`src/rtl/mips_pkg.sv`:
```
`default_nettype none
// ============================================================================
// Module      : mips_pkg
// Description : Shared definitions for the MIPS front end: the PC-stage state
//               enum, default reset/exception vectors, the instruction width
//               and the branch-target helper.
// Revision    : 1.0 - initial release
// ============================================================================
package mips_pkg;

    localparam int INSTR_WIDTH = 32;

    localparam logic [INSTR_WIDTH-1:0] RESET_VECTOR_DEFAULT = 32'h0000_0000;
    localparam logic [INSTR_WIDTH-1:0] EXC_VECTOR_DEFAULT   = 32'h0000_0180;

    typedef enum logic [0:0] {
        ST_RUN  = 1'b0,
        ST_HALT = 1'b1
    } pc_state_e;

    // Branch target: PC+4 of the branch plus the word-scaled signed immediate.
    function automatic logic [INSTR_WIDTH-1:0] branch_target(
        input logic [INSTR_WIDTH-1:0] pc_plus4,
        input logic [15:0]            offset
    );
        return pc_plus4 + {{14{offset[15]}}, offset, 2'b00};
    endfunction

endpackage : mips_pkg
`default_nettype wire

```
`src/rtl/pc_target_gen.sv`:
```
`default_nettype none
// ============================================================================
// Module      : pc_target_gen
// Description : Combinational next-PC target generator. Computes the
//               sequential, branch, jump and jump-register targets and picks
//               one by priority jump_reg > jump > branch > sequential.
//               Optional macro PC_ALIGN_CHECK_EN: a misaligned jump-register
//               target is replaced by EXC_VECTOR and flagged on
//               o_align_fault; without it the low two bits are cleared.
// Ports       : i_pc              - current fetch address
//               i_id_pc_plus4     - PC+4 of the instruction in decode
//               i_branch_taken/i_branch_offset, i_jump/i_jump_index,
//               i_jump_reg/i_jump_reg_target - redirect requests
//               o_seq_target      - i_pc + 4
//               o_target          - selected next PC
//               o_redirect        - a redirect was selected
//               o_align_fault     - (PC_ALIGN_CHECK_EN only) misaligned JR
// Revision    : 1.0 - initial release
// ============================================================================
module pc_target_gen
    import mips_pkg::*;
#(
    parameter logic [INSTR_WIDTH-1:0] EXC_VECTOR = EXC_VECTOR_DEFAULT
) (
    input  logic [INSTR_WIDTH-1:0] i_pc,
    input  logic [INSTR_WIDTH-1:0] i_id_pc_plus4,
    input  logic                   i_branch_taken,
    input  logic [15:0]            i_branch_offset,
    input  logic                   i_jump,
    input  logic [25:0]            i_jump_index,
    input  logic                   i_jump_reg,
    input  logic [INSTR_WIDTH-1:0] i_jump_reg_target,
    output logic [INSTR_WIDTH-1:0] o_seq_target,
    output logic [INSTR_WIDTH-1:0] o_target,
    output logic                   o_redirect
`ifdef PC_ALIGN_CHECK_EN
    ,
    output logic                   o_align_fault
`endif
);

    logic [INSTR_WIDTH-1:0] w_seq_target;
    logic [INSTR_WIDTH-1:0] w_branch_target;
    logic [INSTR_WIDTH-1:0] w_jump_target;
    logic [INSTR_WIDTH-1:0] w_jr_target;

    assign w_seq_target    = i_pc + 32'd4;
    assign w_branch_target = branch_target(i_id_pc_plus4, i_branch_offset);
    // J/JAL stay inside the 256 MB region of the delay-slot address.
    assign w_jump_target   = {i_id_pc_plus4[31:28], i_jump_index, 2'b00};

`ifdef PC_ALIGN_CHECK_EN
    logic w_jr_misaligned;

    assign w_jr_misaligned = |i_jump_reg_target[1:0];
    assign w_jr_target     = w_jr_misaligned ? EXC_VECTOR : i_jump_reg_target;
    assign o_align_fault   = i_jump_reg & w_jr_misaligned;
`else
    // EXC_VECTOR only matters when alignment checking is built in; the
    // target is simply word-aligned here.
    assign w_jr_target = i_jump_reg_target & ~32'h0000_0003;
`endif

    always_comb begin
        o_target   = w_seq_target;
        o_redirect = 1'b0;
        if (i_jump_reg) begin
            o_target   = w_jr_target;
            o_redirect = 1'b1;
        end else if (i_jump) begin
            o_target   = w_jump_target;
            o_redirect = 1'b1;
        end else if (i_branch_taken) begin
            o_target   = w_branch_target;
            o_redirect = 1'b1;
        end
    end

    assign o_seq_target = w_seq_target;

endmodule : pc_target_gen
`default_nettype wire

```
`src/rtl/pc_unit.sv`:
```
`default_nettype none
// ============================================================================
// Module      : pc_unit
// Description : Program-counter stage. Drives the synchronous instruction
//               memory address, applies halt/redirect requests from decode,
//               squashes the in-flight wrong-path fetch through a registered
//               fetch_valid, and counts delivered instructions.
//               Optional macro PC_ALIGN_CHECK_EN enables the jump-register
//               alignment fault (fault / fault_addr); otherwise both are 0.
// Ports       : clk, rst (async, active-high)
//               stall            - decode hazard stall, holds the stage
//               id_pc_plus4      - PC+4 of the instruction in decode
//               branch_taken, branch_offset, jump, jump_index,
//               jump_reg, jump_reg_target, halt, resume - control from decode
//               pc, pc_plus4     - fetch address and its successor
//               fetch_valid      - fetch output is valid and on-path
//               instr_count      - delivered instruction count (wraps)
//               fault, fault_addr- alignment fault pulse and target
// Revision    : 1.0 - initial release
// ============================================================================
module pc_unit
    import mips_pkg::*;
#(
    parameter logic [INSTR_WIDTH-1:0] RESET_VECTOR = RESET_VECTOR_DEFAULT,
    parameter logic [INSTR_WIDTH-1:0] EXC_VECTOR   = EXC_VECTOR_DEFAULT
) (
    input  logic                   clk,
    input  logic                   rst,
    input  logic                   stall,
    input  logic [INSTR_WIDTH-1:0] id_pc_plus4,
    input  logic                   branch_taken,
    input  logic [15:0]            branch_offset,
    input  logic                   jump,
    input  logic [25:0]            jump_index,
    input  logic                   jump_reg,
    input  logic [INSTR_WIDTH-1:0] jump_reg_target,
    input  logic                   halt,
    input  logic                   resume,
    output logic [INSTR_WIDTH-1:0] pc,
    output logic [INSTR_WIDTH-1:0] pc_plus4,
    output logic                   fetch_valid,
    output logic [INSTR_WIDTH-1:0] instr_count,
    output logic                   fault,
    output logic [INSTR_WIDTH-1:0] fault_addr
);

    pc_state_e              r_state;
    pc_state_e              w_state_next;
    logic [INSTR_WIDTH-1:0] r_pc;
    logic [INSTR_WIDTH-1:0] w_pc_next;
    logic                   r_fetch_valid;
    logic                   w_fetch_valid_next;
    logic [INSTR_WIDTH-1:0] r_instr_count;
    logic [INSTR_WIDTH-1:0] w_seq_target;
    logic [INSTR_WIDTH-1:0] w_target;
    logic                   w_redirect;
    logic                   w_align_fault;
    logic                   w_fault_next;

    pc_target_gen #(
        .EXC_VECTOR        (EXC_VECTOR)
    ) u_target_gen (
        .i_pc              (r_pc),
        .i_id_pc_plus4     (id_pc_plus4),
        .i_branch_taken    (branch_taken),
        .i_branch_offset   (branch_offset),
        .i_jump            (jump),
        .i_jump_index      (jump_index),
        .i_jump_reg        (jump_reg),
        .i_jump_reg_target (jump_reg_target),
        .o_seq_target      (w_seq_target),
        .o_target          (w_target),
        .o_redirect        (w_redirect)
`ifdef PC_ALIGN_CHECK_EN
        ,
        .o_align_fault     (w_align_fault)
`endif
    );

`ifndef PC_ALIGN_CHECK_EN
    assign w_align_fault = 1'b0;
`endif

    // ------------------------------------------------------------------
    // State register
    // ------------------------------------------------------------------
    always_ff @(posedge clk or posedge rst) begin
        if (rst) begin
            r_state <= ST_RUN;
        end else begin
            r_state <= w_state_next;
        end
    end

    // ------------------------------------------------------------------
    // Next-state / next-PC decode
    // ------------------------------------------------------------------
    always_comb begin
        w_state_next       = r_state;
        w_pc_next          = r_pc;
        w_fetch_valid_next = r_fetch_valid;
        w_fault_next       = 1'b0;
        case (r_state)
            ST_RUN: begin
                if (!stall) begin
                    if (halt) begin
                        // Park on the instruction after the halt so resume
                        // restarts there.
                        w_pc_next          = id_pc_plus4;
                        w_fetch_valid_next = 1'b0;
                        w_state_next       = ST_HALT;
                    end else begin
                        w_pc_next          = w_target;
                        // A redirect squashes the fetch already in flight.
                        w_fetch_valid_next = ~w_redirect;
                        w_fault_next       = w_align_fault;
                    end
                end
            end
            ST_HALT: begin
                w_fetch_valid_next = 1'b0;
                if (resume) begin
                    // Fetch of the parked PC is issued this cycle.
                    w_state_next       = ST_RUN;
                    w_pc_next          = w_seq_target;
                    w_fetch_valid_next = 1'b1;
                end
            end
            default: begin
                w_state_next       = ST_RUN;
                w_fetch_valid_next = 1'b0;
            end
        endcase
    end

    // ------------------------------------------------------------------
    // PC, fetch-valid and delivered-instruction counter
    // ------------------------------------------------------------------
    always_ff @(posedge clk or posedge rst) begin
        if (rst) begin
            r_pc          <= RESET_VECTOR;
            r_fetch_valid <= 1'b0;
            r_instr_count <= '0;
        end else begin
            r_pc          <= w_pc_next;
            r_fetch_valid <= w_fetch_valid_next;
            if (r_fetch_valid && !stall) begin
                r_instr_count <= r_instr_count + 32'd1;
            end
        end
    end

`ifdef PC_ALIGN_CHECK_EN
    logic                   r_fault;
    logic [INSTR_WIDTH-1:0] r_fault_addr;

    always_ff @(posedge clk or posedge rst) begin
        if (rst) begin
            r_fault      <= 1'b0;
            r_fault_addr <= '0;
        end else begin
            r_fault <= w_fault_next;
            if (w_fault_next) begin
                r_fault_addr <= jump_reg_target;
            end
        end
    end

    assign fault      = r_fault;
    assign fault_addr = r_fault_addr;
`else
    assign fault      = w_fault_next;
    assign fault_addr = '0;
`endif

    assign pc          = r_pc;
    assign pc_plus4    = w_seq_target;
    assign fetch_valid = r_fetch_valid;
    assign instr_count = r_instr_count;

endmodule : pc_unit
`default_nettype wire

```
`config.mk`:
```
export PLATFORM = sky130hd
export DESIGN_NAME = pc_unit
export DESIGN_NICKNAME = d
export VERILOG_FILES = /design/src/rtl/mips_pkg.sv /design/src/rtl/pc_target_gen.sv /design/src/rtl/pc_unit.sv
export SDC_FILE = /design/constraint.sdc
export NUM_CORES = 1
export LEC_CHECK = 0
export ABC_AREA = 0
export BUFFER_PORTS_ARGS = -buffer_cell sky130_fd_sc_hd__buf_2
export CAP_MARGIN = 30
export CORE_UTILIZATION = 35
export CTS_CLUSTER_DIAMETER = 60
export CTS_CLUSTER_SIZE = 14
export DETAILED_ROUTE_END_ITERATION = 8
export SETUP_SLACK_MARGIN = 0.05
export SLEW_MARGIN = 20
export SYNTH_ARGS = -nofsm -noshare
export SYNTH_HDL_FRONTEND = slang
export SYNTH_HIERARCHICAL = 1
export SYNTH_SLANG_ARGS = --single-unit
```
`constraint.sdc`:
```
create_clock -name clk -period 2.5 [get_ports clk]
set_input_delay 0.5 -clock clk [delete_from_list [all_inputs] [get_ports clk]]
set_output_delay 0.5 -clock clk [all_outputs]
set_load 0.05 [all_outputs]
```
# After elaboration in Yosys (flattened, before gate mapping)
# Cells that the tools add are included.
[word_totals] latchBits=0 out_inout_bits=130 romBits=0 mem_count=0 ram_bits=0 regBits=66 wordCells=32
[op_classes] n_shift=0 div=0 n_reduce_logical=3 add_sub_neg=3 bitwise_logic=2 n_eq_ne=2 mux=18 n_lt_le_gt_ge=0 multipliers=0
[op_table] cell="two-way mux 32 bit" n=6
[op_table] cell="case mux 32 bit (2 select lines)" n=1
[op_table] cell="adder 32 x 1 -> 32 bit, second input constant" n=1
[op_table] cell="adder 32 x 3 -> 32 bit, second input constant" n=1
[op_table] cell="adder 32 bit" n=1
[op_table] cell="two-way mux 1 bit" n=9
[op_table] cell="!= test 2 bit, second input constant" n=2
[op_table] cell="case mux 1 bit (2 select lines)" n=2
[op_table] cell="inverter 1 bit" n=2
[op_table] cell="AND reduction 2 bit" n=1
[op_table] cell="logical AND 1 bit" n=1
[op_table] cell="zero test 1 bit" n=1

# Logic depth before layout (Yosys ltp)
# Gate-level depths: netlist of the first run.
[depth] depth_word=7 ltp_mapped=14 depth_no_buf=14

# Modules after synthesis
# The synthesis of the first run kept the hierarchy.
[modules_own_cells] mod="pc_unit" cells_each=382 area_each_um2=3644.7 n_inst=1 seq_area_each_um2=1651.6
[modules_own_cells] mod="pc_target_gen" cells_each=446 area_each_um2=3021.6 n_inst=1 seq_area_each_um2=0.0

# Least setup slack after synthesis of the first run
# Ideal clock, no wire load.
[synth_timing] kind="reg2reg" from="reg r_pc[2], in the netlist pc[2]" to="reg r_pc[22], in the netlist pc[22]" synth_period_minus_slack_ns=3.519 n_path_buf=0 t_arrival_ns=3.435 stages_incl_launch_ff=14 required_time_ns=2.417 path_slack_ns=-1.019 cell_sequence="dfrtp_1 ha_1 nand3_1 nor4_4 nand4_1 xnor2_1 o22ai_1 nand2_1 o21ai_0 a21oi_1 mux2i_1 nor2_1 a21oi_1 o21ai_0"
[synth_via] elab_chain_cells=7 word_cells_on_any_way=8
[synth_lines] element="start, declared" line_no="pc_unit.sv:49" source="logic [INSTR_WIDTH-1:0] r_pc;"
[synth_lines] element="start signal, assigned" line_no="pc_unit.sv:145" source="r_pc <= w_pc_next;"
[synth_lines] element="adder 32 x 3 -> 32 bit" line_no="pc_target_gen.sv:47" source="assign w_seq_target = i_pc + 32'd4;"
[synth_lines] element="net pc_plus4[22]" line_no="pc_unit.sv:40" source="output logic [INSTR_WIDTH-1:0] pc_plus4,"
[synth_lines] element="two-way mux 32 bit" line_no="pc_target_gen.sv:73" source="end else if (i_branch_taken) begin"
[synth_lines] element="two-way mux 32 bit" line_no="pc_target_gen.sv:70" source="end else if (i_jump) begin"
[synth_lines] element="two-way mux 32 bit" line_no="pc_target_gen.sv:67" source="if (i_jump_reg) begin"
[synth_lines] element="net w_target[22]" line_no="pc_unit.sv:55" source="logic [INSTR_WIDTH-1:0] w_target;"
[synth_lines] element="two-way mux 32 bit" line_no="pc_unit.sv:106" source="if (halt) begin"
[synth_lines] element="two-way mux 32 bit" line_no="pc_unit.sv:105" source="if (!stall) begin"
[synth_lines] element="case mux 32 bit (2 select lines)" line_no="pc_unit.sv:103" source="case (r_state)"
# The timed path passes the listed nets, and every way through them passes these cells. The select of a mux whose other input is x is not followed.
# A chain may end at the register's enable or synchronous reset.

# Final worst setup path of the first run
[layout_timing] from="in id_pc_plus4[2]" to="reg r_pc[24], in the netlist pc[24]"
[layout_via] elab_chain_cells=7
[layout_lines] element="start, declared" line_no="pc_unit.sv:30" source="input logic [INSTR_WIDTH-1:0] id_pc_plus4,"
[layout_lines] element="adder 32 bit" line_no="mips_pkg.sv:26" source="return pc_plus4 + {{14{offset[15]}}, offset, 2'b00};"
[layout_lines] element="two-way mux 32 bit" line_no="pc_target_gen.sv:73"
[layout_lines] element="two-way mux 32 bit" line_no="pc_target_gen.sv:70"
[layout_lines] element="two-way mux 32 bit" line_no="pc_target_gen.sv:67"
[layout_lines] element="net w_target[24]" line_no="pc_unit.sv:55"
[layout_lines] element="two-way mux 32 bit" line_no="pc_unit.sv:106"
[layout_lines] element="two-way mux 32 bit" line_no="pc_unit.sv:105"
[layout_lines] element="case mux 32 bit (2 select lines)" line_no="pc_unit.sv:103"
# The timed path passes the listed nets, and every way through them passes these cells. The select of a mux whose other input is x is not followed.

==> results of run 1 <==
## per-layer routing
layer	global-route usage [%]	part of all wire (%)
met5	0	0
met4	7.92	2.4
met1	33.6	44
met2	41.8	48
met3	3.83	5.7
## cell usage in the layout (no fill, tap or decap), types with 36 or more instances in the layout
cell	netlist	layout
buf_2	6	178
dfrtp_1	66	43
mux2i_1	40	40
xnor2_1	65	38
nand2_1	95	89
buf_6	0	62
a21oi_1	72	64
buf_4	36	177
nor2_1	70	65
o21ai_1	23	36
## worst max-delay path, cell delays in order
cell      delay (ns)
buf_8           0.10
ha_4            0.16
fa_2            0.40
a211oi_4        0.26
nor2_2          0.09
o31ai_2         0.19
buf_4           0.18
nand2_4         0.07
a21oi_4         0.16
buf_6           0.12
o21bai_1        0.06
mux2_1          0.31
a31oi_1         0.18
mux2i_1         0.09
nor2_1          0.08
a21oi_1         0.04
o21ai_1         0.11
## synthesized netlist by cell type, types with 8 or more instances
library cell / instances
o21ai_1: 23
dfrtp_1: 66
xor2_1: 16
nor2_1: 70
and3_1: 12
mux2i_1: 40
nand3_1: 24
clkbuf_1: 26
o22ai_1: 14
a21oi_1: 72
nand4_1: 26
nor3_1: 13
o21ai_0: 34
nand2_1: 95
and2_1: 11
a21o_1: 21
ha_1: 31
o21bai_1: 9
a211oi_1: 8
buf_4: 36
xnor2_1: 65
inv_1: 18
## flip-flops by register name, indices dropped and copies added, names as in the netlist
register     cells
fetch_valid      1
instr_count     32
pc              32
r_state          1
## cell families after synthesis
group                      count (synthesis)  share of synthesized area [%]
AOI/OAI and AO/OA                        230                           22.1
xor gates and xnor gates                  82                           10.9
adders and majority gates                 32                           6.12
buffers and inverters                     91                           7.26
DFF                                       66                           24.8
muxes                                     43                           6.51
other                                      1                         0.0563
and+or+nand+nor                          283                           22.3
## final timing paths
path,end,start,depth (start not counted),slack (ns)
min in group clk,instr_count[8]$_DFFE_PP0P_,instr_count[8]$_DFFE_PP0P_,1,0.49
hold / removal,instr_count[20]$_DFFE_PP0P_,rst,3,0.25
setup / recovery,pc[24]$_DFFE_PP0P_,id_pc_plus4[2],17,-0.34
setup reg to reg,pc[30]$_DFFE_PP0P_,pc[2]$_DFFE_PP0P_,16,-0.19
max in group asynchronous,pc[2]$_DFFE_PP0P_,rst,3,1.95
hold reg to reg,instr_count[8]$_DFFE_PP0P_,instr_count[8]$_DFFE_PP0P_,1,0.49
## stage by stage
stage / setup WS [ns] / hold WS, ns / utilization [%] / cells / instance area, sq um
floorplan: -0.405 / 0.665 / - / 860 / 7400
global placement: -0.698 / 0.475 / 51.5 / 1395 / 9630
detailed placement: -0.687 / 0.479 / 51.5 / 1395 / 9630
CTS: -0.346 / 0.252 / 58.1 / 1453 / 10900
global route: -0.495 / 0.277 / 60.1 / 1468 / 11300
finish: -0.340 / 0.246 / 60.1 / 1468 / 11300
## final cells by class
type                            count  area share (%)
Multi-Input combinational cell    703            51.1
Timing Repair Buffer              432            28.2
Sequential cell                    66            14.9
Tap cell                          234            2.60
Clock buffer                       10            2.12
Inverter                           18           0.601
Clock inverter                      5           0.489
## power by group through the flow
stage               combinational (mW)  sequential (mW)  clock, mW
finish                            4.66             1.46       1.27
detailed placement                4.01             1.47          0
global route                      4.92             1.49       1.34
floorplan                         2.02             2.26          0
global placement                  4.00             1.46          0
CTS                               4.47             1.46       1.30
## timing repair
action                                  CTS  global route
hold endpoints to repair                  0             0
endpoints found under the setup margin   43            48
gates resized for setup                 145            59
setup buffers                            43            24
pin swaps                                93            81
==> summary.md, run 1 <==
| Metric | Value |
|---|---|
| Outcome | `complete, but fails checks` |
| Failing checks | `setup timing` |
| Sw Pwr | `3.53 mW` |
| Post-DRT Antenna Nets | `0` |
| PwrDens | `about 660 nW/um^2` |
| Final period util | `114%` |
| Final Hold Viols | `0` |
| Power, Total | `7.39 mW` |
| Fmax | `between 300 and 400 MHz` |
| FP Rows | `50` |
| Final worst slack | `-0.340 ns` |
| Synth area leaders | `dfrtp_1, xnor2_1, mux2i_1` |
| Synthesized instance count | `slightly above 800` |
| RSZ-0062 raised after global routing | `yes` |
| ANT cells | `0` |
| Global-route usage over all layers | `25.2%` |
| # DRC | `0` |
| Synth Area per Inst | `8.05 sq um` |
| Nets | `between 1,000 and 1,500` |
| Top_reg_cell synth | `dfrtp_1` |
| Remaining Overflow, GRT | `0` |
| Die area | `19,600 sq um` |
| Async set or reset register ratio after synthesis | `100%` |
| Vias in the first global route | `7,374` |
| First-pass GRT wire length | `38.7 mm` |
| Via density | `approximately 5.3` |
| Maximum VDD drop | `0.359 mV` |
| Clock Latency Late Sink | `roughly 0.34 ns` |
| # IOs | `244` |
| Synth Cell Area | `approximately 6700 sq um` |
| WL per Instance | `17.2 um` |
| Routed WL | `around 25 mm` |
| Slew Viols, Final | `0` |
| Max_cap viols | `0` |
| Sequential area share after synthesis | `about a quarter` |
| Clock root buffer | `clkbuf_16` |
| Initial antenna violation count | `0` |
| Leading area contributor after synthesis | `dfrtp_1` |
| Pre-Repair DR Iteration Count | `5` |
| Reg clk slew, reported paths | `0.06 ns` |
| H-tree depth | `3` |
| Fillers | `1,620` |
| Largest net degree at the start of global routing | `between 60 and 70` |
| Hold crit path type | `in -> async` |
| Fraction of layout cells with a size suffix above 1 | `around 50%` |
| Die Height | `~140 um` |
| Clock Tree Buf Depth | `2` |
| CTS tree | `yes` |
| CP endpoint kind | `flop` |
| Starting DRT DRC Count | `around 460` |
| Clock Power Share | `between 10% and 20%` |
| Worst path required time | `2.76 ns` |
| Multi-input gate area | `about 5700 sq um` |
| Worst clock skew | `~0.006 ns` |
| # setup viols final | `41` |
| Worst-margin pin slew | `around 0.52 ns` |
| EDFF count, synth | `0` |
| Cts hold-fix bufs | `0` |
| Area Growth Syn to Fin | `68.8%` |
| Flop pwr share | `19.8%` |
| Cts bufs inserted | `9` |
| DR vias | `about 7,800` |
| FF+latch count, synth | `66` |
| Crit path DAT | `roughly 3.1 ns` |
| Setup TNS | `-5.95 ns` |
| Port Buffers | `between 200 and 250` |
| Die Wd | `140 um` |
| Core area | `18,700 sq um` |
| Gpl congestion | `~0.88` |
| Internal Power | `approximately 3.9 mW` |
| Sink Count | `between 60 and 70` |
| Register area | `1680 sq um` |
| Detail Placement HPWL | `about 19 mm` |
| Synth top area share | `24.8%` |
| Critical path fanouts, max | `3` |
| Pleak | `approximately 5.5 nW` |
| Max-slew headroom | `between 60% and 70%` |
| Sw frac | `between 40% and 50%` |
| Number of synthesis warnings | `6` |
| Clock period minus worst slack | `2.84 ns` |
| Distinct cells, synth | `76` |
| Comb pwr share | `63.0%` |
| Critical Path Start Type | `primary input` |
| Critical path class | `in -> reg` |
| Initial Util | `35.6%` |
Power figures use the tool's default switching activity.
==> run 2: changes to the inputs <==
- GPL_TIMING_DRIVEN: not set -> 0
- RECOVER_POWER: not set -> 25
==> run 2 against run 1 <==
Net effect:
- the run still ends with setup timing left
- clock-buffer cell count grew 1
- worst hold slack gained 0.048 ns
- largest power group unchanged
- via count is 3.1% lower
- global-route usage rose by 0.79 points
- critical endpoint unchanged
==> summary.md, run 2 (same netlist as run 1, synthesis figures left out) <==
| Metric | Value |
|---|---|
| Outcome | `complete, but fails checks (unchanged)` |
| Failing checks | `setup timing (unchanged)` |
| Global-route usage over all layers | `26.0% (was 25.2%)` |
| Max_cap viols | `0 (unchanged)` |
| R2r worst-path depth | `15 (was 16)` |
| Critical R2R Launch | `pc[2]$_DFFE_PP0P_ (unchanged)` |
| Worst-margin pin slew | `1.21 ns (was 0.520 ns)` |
| Slowest CP cell | `fa_2 (unchanged)` |
| Final Hold Viols | `0 (unchanged)` |
| # setup viols final | `39 (was 41)` |
| Port Buffers | `206 (was 208)` |
| H-tree depth | `3 (unchanged)` |
| WL per Instance | `18.6 um (was 17.2 um)` |
| Pre-Repair DR Iteration Count | `5 (unchanged)` |
| Final period util | `121% (was 114%)` |
| Critical path fanouts, max | `3 (unchanged)` |
| CP Cell Sequence | `buf_6 -> ha_4 -> fa_2 -> a211oi_2 -> nor2_2 -> o31ai_4 -> buf_4 -> nand2_4 -> a21oi_4 -> o21bai_1 -> mux2_1 -> a31oi_1 -> mux2i_1 -> nor2_1 -> a21oi_2 -> o21ai_1 (was buf_8 -> ha_4 -> fa_2 -> a211oi_4 -> nor2_2 -> o31ai_2 -> buf_4 -> nand2_4 -> a21oi_4 -> buf_6 -> o21bai_1 -> mux2_1 -> a31oi_1 -> mux2i_1 -> nor2_1 -> a21oi_1 -> o21ai_1)` |
| Nets | `1,310 (was 1,376)` |
| Critical Path Start Type | `primary input (unchanged)` |
| Routed WL | `26.1 mm (was 25.2 mm)` |
| Die area | `19,600 sq um (unchanged)` |
| Clock period minus worst slack | `3.03 ns (was 2.84 ns)` |
| Worst clock skew | `0.00589 ns (was 0.00591 ns)` |
| Gpl congestion | `0.933 (was 0.876)` |
| Largest net degree at the start of global routing | `47 (was 67)` |
| PwrDens | `672 nW/um^2 (was 657 nW/um^2)` |
| CTS tree | `yes (unchanged)` |
| Clock root buffer | `clkbuf_16 (unchanged)` |
| Cts bufs inserted | `9 (unchanged)` |
| Starting DRT DRC Count | `481 (was 459)` |
| # IOs | `244 (unchanged)` |
| Fmax | `330 MHz (was 352 MHz)` |
| Detail Placement HPWL | `19.3 mm (was 18.8 mm)` |
| Initial Util | `35.6% (unchanged)` |
| RSZ-0062 raised after global routing | `yes (unchanged)` |
| Remaining Overflow, GRT | `0 (unchanged)` |
| Final worst slack | `-0.531 ns (was -0.340 ns)` |
| First-pass GRT wire length | `39.4 mm (was 38.7 mm)` |
| Most common library cell in the layout ignoring fill and taps | `buf_2 (unchanged)` |
| Area Growth Syn to Fin | `59.0% (was 68.8%)` |
| Core area | `18,700 sq um (unchanged)` |
| Util after Layout | `56.6% (was 60.1%)` |
| Crit path DAT | `3.30 ns (was 3.10 ns)` |
| Worst path required time | `2.77 ns (was 2.76 ns)` |
| Slew Viols, Final | `0 (unchanged)` |
| Clock Latency Late Sink | `0.34 ns (about the same)` |
| # DRC | `0 (unchanged)` |
| Fillers | `1,703 (was 1,620)` |
| Critical path class | `in -> reg (unchanged)` |
| FP Rows | `50 (unchanged)` |
| Slowest stage delay, CP | `0.37 ns (was 0.40 ns)` |
| Clock Tree Buf Depth | `2 (unchanged)` |
| Die Wd | `140 um (unchanged)` |
| Worst R2R Setup Slack | `-0.43 ns (was -0.19 ns)` |
| Commonest cells after routing, fill and taps aside | `buf_2, buf_4, nand2_1, nor2_1, a21oi_1 (unchanged)` |
| DR vias | `7,556 (was 7,801)` |
| Power, Total | `7.12 mW (was 7.39 mW)` |
| CP endpoint kind | `flop (unchanged)` |
| Post-DRT Antenna Nets | `0 (unchanged)` |
| Via density | `5.38 (was 5.31)` |
| Maximum VDD drop | `0.318 mV (was 0.359 mV)` |
| Initial antenna violation count | `1 (was 0)` |
| Reg clk slew, reported paths | `0.06 ns (about the same)` |
| Max-slew headroom | `19.1% (was 65.1%)` |
| Hold crit path type | `in -> async (unchanged)` |
| Vias in the first global route | `7,106 (was 7,374)` |
| Sink Count | `66 (unchanged)` |
| Fraction of layout cells with a size suffix above 1 | `44.9% (was 49.5%)` |
| RR Endpoint | `pc[28]$_DFFE_PP0P_ (was pc[30]$_DFFE_PP0P_)` |
| Pleak | `5.04 nW (was 5.49 nW)` |
| Die Height | `140 um (unchanged)` |
==> run 2: cell count changes in the layout (fill, tap and decap cells not counted), sizes merged <==
cell / before / now
clkinvlp: 2 / 3
inv: 18 / 16
diode: 0 / 1
bufinv: 1 / 0
buf: 431 / 339
clkinv: 2 / 4
clkbuf: 11 / 38
==> run 2: worst max-delay path: cells and delay by family <==
| kind | cells | cell delay [ns] |
|---|---|---|
| adder cells (fa/ha/maj) | 2 | 0.52 |
| buffers and inverters | 2 | 0.29 |
| multiplexers | 2 | 0.42 |
| AND/OR/NAND/NOR | 3 | 0.29 |
| AO/OA/AOI/OAI | 7 | 1.29 |
==> run 2: worst max path at each step <==
stage / start / to
2_1_floorplan: pc[7]$_DFFE_PP0P_ / pc[22]$_DFFE_PP0P_
3_3_place_gp: id_pc_plus4[2] / pc[28]$_DFFE_PP0P_
3_5_place_dp: id_pc_plus4[2] / pc[28]$_DFFE_PP0P_
4_1_cts: branch_offset[0] / pc[16]$_DFFE_PP0P_
5_1_grt: id_pc_plus4[2] / pc[28]$_DFFE_PP0P_
6_report: branch_offset[0] / pc[24]$_DFFE_PP0P_
==> run 2: cell type report <==
class	count	area (sq um)	share of cell area, %
flip-flops and latches	66	1680	15.8
repair buffers	294	2050	19.3
clock inverters	5	31.3	0.295
multi-input cells	703	5820	55.0
clock buffers	11	233	2.20
plain buffers	72	414	3.91
inverters	18	72.6	0.685
diodes	1	2.50	0.0236
well taps	234	293	2.76
==> run 2: stage by stage <==
stage	cell area, sq um	instances	hold slack, ns	setup WS (ns)	setup TNS (ns)
after floorplan	7400	860	0.665	-0.405	-6.04
after global placement	8720	1300	0.478	-1.11	-68.43
after detailed placement	8760	1301	0.473	-1.08	-22.50
after CTS	10100	1379	0.111	-0.388	-6.27
after global routing	10600	1404	0.368	-0.661	-12.97
final	10600	1404	0.294	-0.531	-8.28
==> run 2: power by group <==
group	switching (mW)	total [mW]	internal [mW]
Combinational	2.84	4.45	1.62
Clock	0.487	1.15	0.667
Sequential	0.242	1.51	1.27
Total	3.56	7.12	3.55
==> run 2: repair_timing <==
item | 4_1_cts | 5_1_grt
resized for setup | 131 | 82
setup buffers | 63 | 24
setup endpoints to repair | 44 | 53
hold buffers | 0 | 0
gates cloned | 0 | 0
pin swaps | 66 | 59
==> run 2: layer usage <==
metal	share of wire (%)	vias to the layer above	global-route usage (%)
met5	0	-	0
met2	48	304	43.5
met1	43	3581	33.6
li1	-	3611	-
met3	5.6	60	3.62
met4	3.7	0	10.8
==> run 3: changes to the inputs <==
- CORE_UTILIZATION: 35 -> 51
- PLACE_DENSITY: not set -> 0.82
==> run 3 against run 2 <==
Net effect:
- the flow finishes with violations (capacitance limit, slew limit, setup timing)
- setup slack improved by 0.010 ns
- routed wire length rose by 3.4%
- utilization rose by 26 points
- clock power rose by 23%
- clock-buffer cell count fell by 1
- highest routed layer unchanged
- non-clock buffer count fell by 6
- sequential share of layout area rose by 0.16 points
- die area fell by 31%
- combinational power barely moved
- largest power group unchanged
- critical path depth did not move
- power rose by 4.3%
- cell count fell by 4.9%
==> summary.md, run 3 (same netlist as run 1, synthesis figures left out) <==
| Metric | Value |
|---|---|
| # setup viols final | `41 (was 39)` |
| Remaining Overflow, GRT | `0 (unchanged)` |
| WL per Instance | `20.2 um (was 18.6 um)` |
| Final Hold Viols | `0 (unchanged)` |
| Fraction of layout cells with a size suffix above 1 | `44.5% (was 44.9%)` |
| FP Rows | `41 (was 50)` |
| Gpl congestion | `0.971 (was 0.933)` |
| CTS tree | `yes (unchanged)` |
| Final worst slack | `-0.520 ns (was -0.531 ns)` |
| RSZ-0062 raised after global routing | `yes (unchanged)` |
| Largest net degree at the start of global routing | `58 (was 47)` |
| Starting DRT DRC Count | `935 (was 481)` |
| H-tree depth | `3 (unchanged)` |
| RR Endpoint | `pc[31]$_DFFE_PP0P_ (was pc[28]$_DFFE_PP0P_)` |
| Fmax | `331 MHz (was 330 MHz)` |
| Clock period minus worst slack | `3.02 ns (was 3.03 ns)` |
| Cts bufs inserted | `9 (unchanged)` |
| Pre-Repair DR Iteration Count | `7 (was 5)` |
| Hold Worst Slack | `0.109 ns (was 0.294 ns)` |
| Clock Latency Late Sink | `0.34 ns (about the same)` |
| Worst path required time | `2.75 ns (was 2.77 ns)` |
| Worst clock skew | `0.00842 ns (was 0.00589 ns)` |
| Util after Layout | `82.8% (was 56.6%)` |
| CP dominant cell by count | `buf_6` |
| Clock Tree Buf Depth | `2 (unchanged)` |
| Slew Viols, Final | `58 (was 0)` |
| Critical path launch point | `id_pc_plus4[2] (was branch_offset[0])` |
| Die Height | `116 um (was 140 um)` |
| Crit path DAT | `3.27 ns (was 3.30 ns)` |
| Area Growth Syn to Fin | `57.4% (was 59.0%)` |
| Nets | `1,304 (was 1,310)` |
| Critical path class | `in -> reg (unchanged)` |
| Crit path buf inv count | `3 (was 2)` |
| Initial Util | `52.6% (was 35.6%)` |
| First-pass GRT wire length | `38.2 mm (was 39.4 mm)` |
| Critical R2R Launch | `pc[6]$_DFFE_PP0P_ (was pc[2]$_DFFE_PP0P_)` |
| Worst-margin pin slew | `1.51 ns (was 1.21 ns)` |
| Outcome | `complete, but fails checks (unchanged)` |
| Core area | `12,700 sq um (was 18,700 sq um)` |
| Crit path to | `pc[16]$_DFFE_PP0P_ (was pc[24]$_DFFE_PP0P_)` |
| Max-slew headroom | `-0.807% (was 19.1%)` |
| Levels on crit path | `16 (unchanged)` |
| Slowest CP cell | `fa_2 (unchanged)` |
| # DRC | `0 (unchanged)` |
| Vias in the first global route | `7,297 (was 7,106)` |
| R2r worst-path depth | `14 (was 15)` |
| Failing checks | `capacitance limit, slew limit, setup timing (was setup timing)` |
| Port Buffers | `206 (unchanged)` |
| CP Cell Sequence | `buf_8 -> ha_4 -> fa_2 -> a211oi_2 -> nor2_2 -> o31ai_4 -> buf_6 -> buf_6 -> a21oi_4 -> o21a_1 -> o311a_1 -> o31ai_2 -> mux2i_1 -> nor2_1 -> a21oi_1 -> o21ai_1 (was buf_6 -> ha_4 -> fa_2 -> a211oi_2 -> nor2_2 -> o31ai_4 -> buf_4 -> nand2_4 -> a21oi_4 -> o21bai_1 -> mux2_1 -> a31oi_1 -> mux2i_1 -> nor2_1 -> a21oi_2 -> o21ai_1)` |
| Worst R2R Setup Slack | `-0.42 ns (was -0.43 ns)` |
| Sink Count | `66 (unchanged)` |
| Routed WL | `27.0 mm (was 26.1 mm)` |
| Via density | `6.13 (was 5.38)` |
| Cts hold-fix bufs | `0 (unchanged)` |
| Hold crit path type | `in -> async (unchanged)` |
| Slowest stage delay, CP | `0.39 ns (was 0.37 ns)` |
| Die area | `13,500 sq um (was 19,600 sq um)` |
| Die Wd | `116 um (was 140 um)` |
| Clock root buffer | `clkbuf_16 (unchanged)` |
| Reg clk slew, reported paths | `0.06 ns (about the same)` |
| Commonest cells after routing, fill and taps aside | `buf_2, nand2_1, buf_4, nor2_1, a21oi_1 (was buf_2, buf_4, nand2_1, nor2_1, a21oi_1)` |
| Global-route usage over all layers | `37.1% (was 26.0%)` |
| CP endpoint kind | `flop (unchanged)` |
| Initial antenna violation count | `0 (was 1)` |
| Pleak | `5.02 nW (was 5.04 nW)` |
| Top delay family on crit path | `compound AO/OA/AOI/OAI gates (unchanged)` |
| Maximum VDD drop | `0.492 mV (was 0.318 mV)` |
| PwrDens | `708 nW/um^2 (was 672 nW/um^2)` |
| Critical path fanouts, max | `2 (was 3)` |
| Max_cap viols | `1 (was 0)` |
| # IOs | `244 (unchanged)` |
| DR vias | `8,187 (was 7,556)` |
| Post-DRT Antenna Nets | `0 (unchanged)` |
| ANT cells | `0 (was 1)` |
| Final period util | `121% (about the same)` |
| Most common library cell in the layout ignoring fill and taps | `buf_2 (unchanged)` |
| Detail Placement HPWL | `18.1 mm (was 19.3 mm)` |
| Critical Path Start Type | `primary input (unchanged)` |
==> run 3: cell types whose count changed in the layout (fill, tap and decap cells not counted), sizes merged <==
cell	previous run	this run
buf	339	332
bufinv	0	2
clkinv	4	3
diode	1	0
==> run 3: worst reg2reg max path: stages, from the launching register on <==
cell and delay [ns]:
dfrtp_2 0.43, clkinvlp_4 0.18, nor4_4 0.32, buf_6 0.18
buf_6 0.11, nand4_1 0.19, xnor2_4 0.22, a221o_1 0.33
o21ai_1 0.08, o311a_1 0.18, nand3_1 0.09, mux2i_1 0.14
nor2_1 0.07, a21oi_2 0.15, o21ai_1 0.10
==> run 3: report_power, final <==
group	total, mW	internal, mW	switching [mW]
combinational	4.44	1.60	2.84
clock	1.42	0.902	0.514
sequential	1.57	1.27	0.304
==> run 3: area by class of cell <==
type | count | area, sq um
clock inverters | 6 | 90.1
repair buffers | 288 | 1990
flip-flops and latches | 66 | 1680
fillers | 734 | 2180
plain buffers | 72 | 415
multi-input cells | 703 | 5790
well taps | 172 | 215
inverters | 18 | 72.6
clock buffers | 10 | 239
==> run 3: routing by layer <==
metal  up-vias  global-route usage (%)  wire, um
li1       3596                       -         -
met1      3845                    46.8      9800
met2       600                    62.8     12900
met3       146                    6.07      2770
met4         0                    15.4      1490
met5         -                       0         0
==> run 3: how the worst min path moves through the flow <==
stage | from | slack, ns | cells past startpoint | end
after floorplan | r_state$_DFF_PP0_ | 0.67 | 3 | pc[24]$_DFFE_PP0P_
after global routing | rst | 0.16 | 2 | instr_count[6]$_DFFE_PP0P_
after global placement | instr_count[31]$_DFFE_PP0P_ | 0.46 | 1 | instr_count[31]$_DFFE_PP0P_
after CTS | rst | 0.06 | 2 | instr_count[12]$_DFFE_PP0P_
final | rst | 0.11 | 2 | instr_count[12]$_DFFE_PP0P_
after detailed placement | rst | 0.41 | 2 | instr_count[13]$_DFFE_PP0P_
==> run 3: what timing repair did <==
| action | in CTS | in global routing |
|---|---|---|
| setup endpoints to repair | 45 | 52 |
| pin swaps | 62 | 88 |
| gates resized for setup | 126 | 99 |
| endpoints found under the hold margin | 0 | 0 |
| buffers inserted | 54 | 34 |
==> run 3: through the flow <==
step                      setup WS [ns]  area [sq um]  total power, mW  TNS (ns)  cells
final                            -0.520         10500             7.43     -9.48   1335
after floorplan                  -0.405          7400             4.28     -6.04    860
after CTS                        -0.342          9890             7.00     -6.78   1308
after global routing             -0.601         10500             7.69    -13.67   1335
after global placement           -0.995          8640             5.07    -55.56   1238
after detailed placement         -0.961          8680             5.12    -20.78   1239
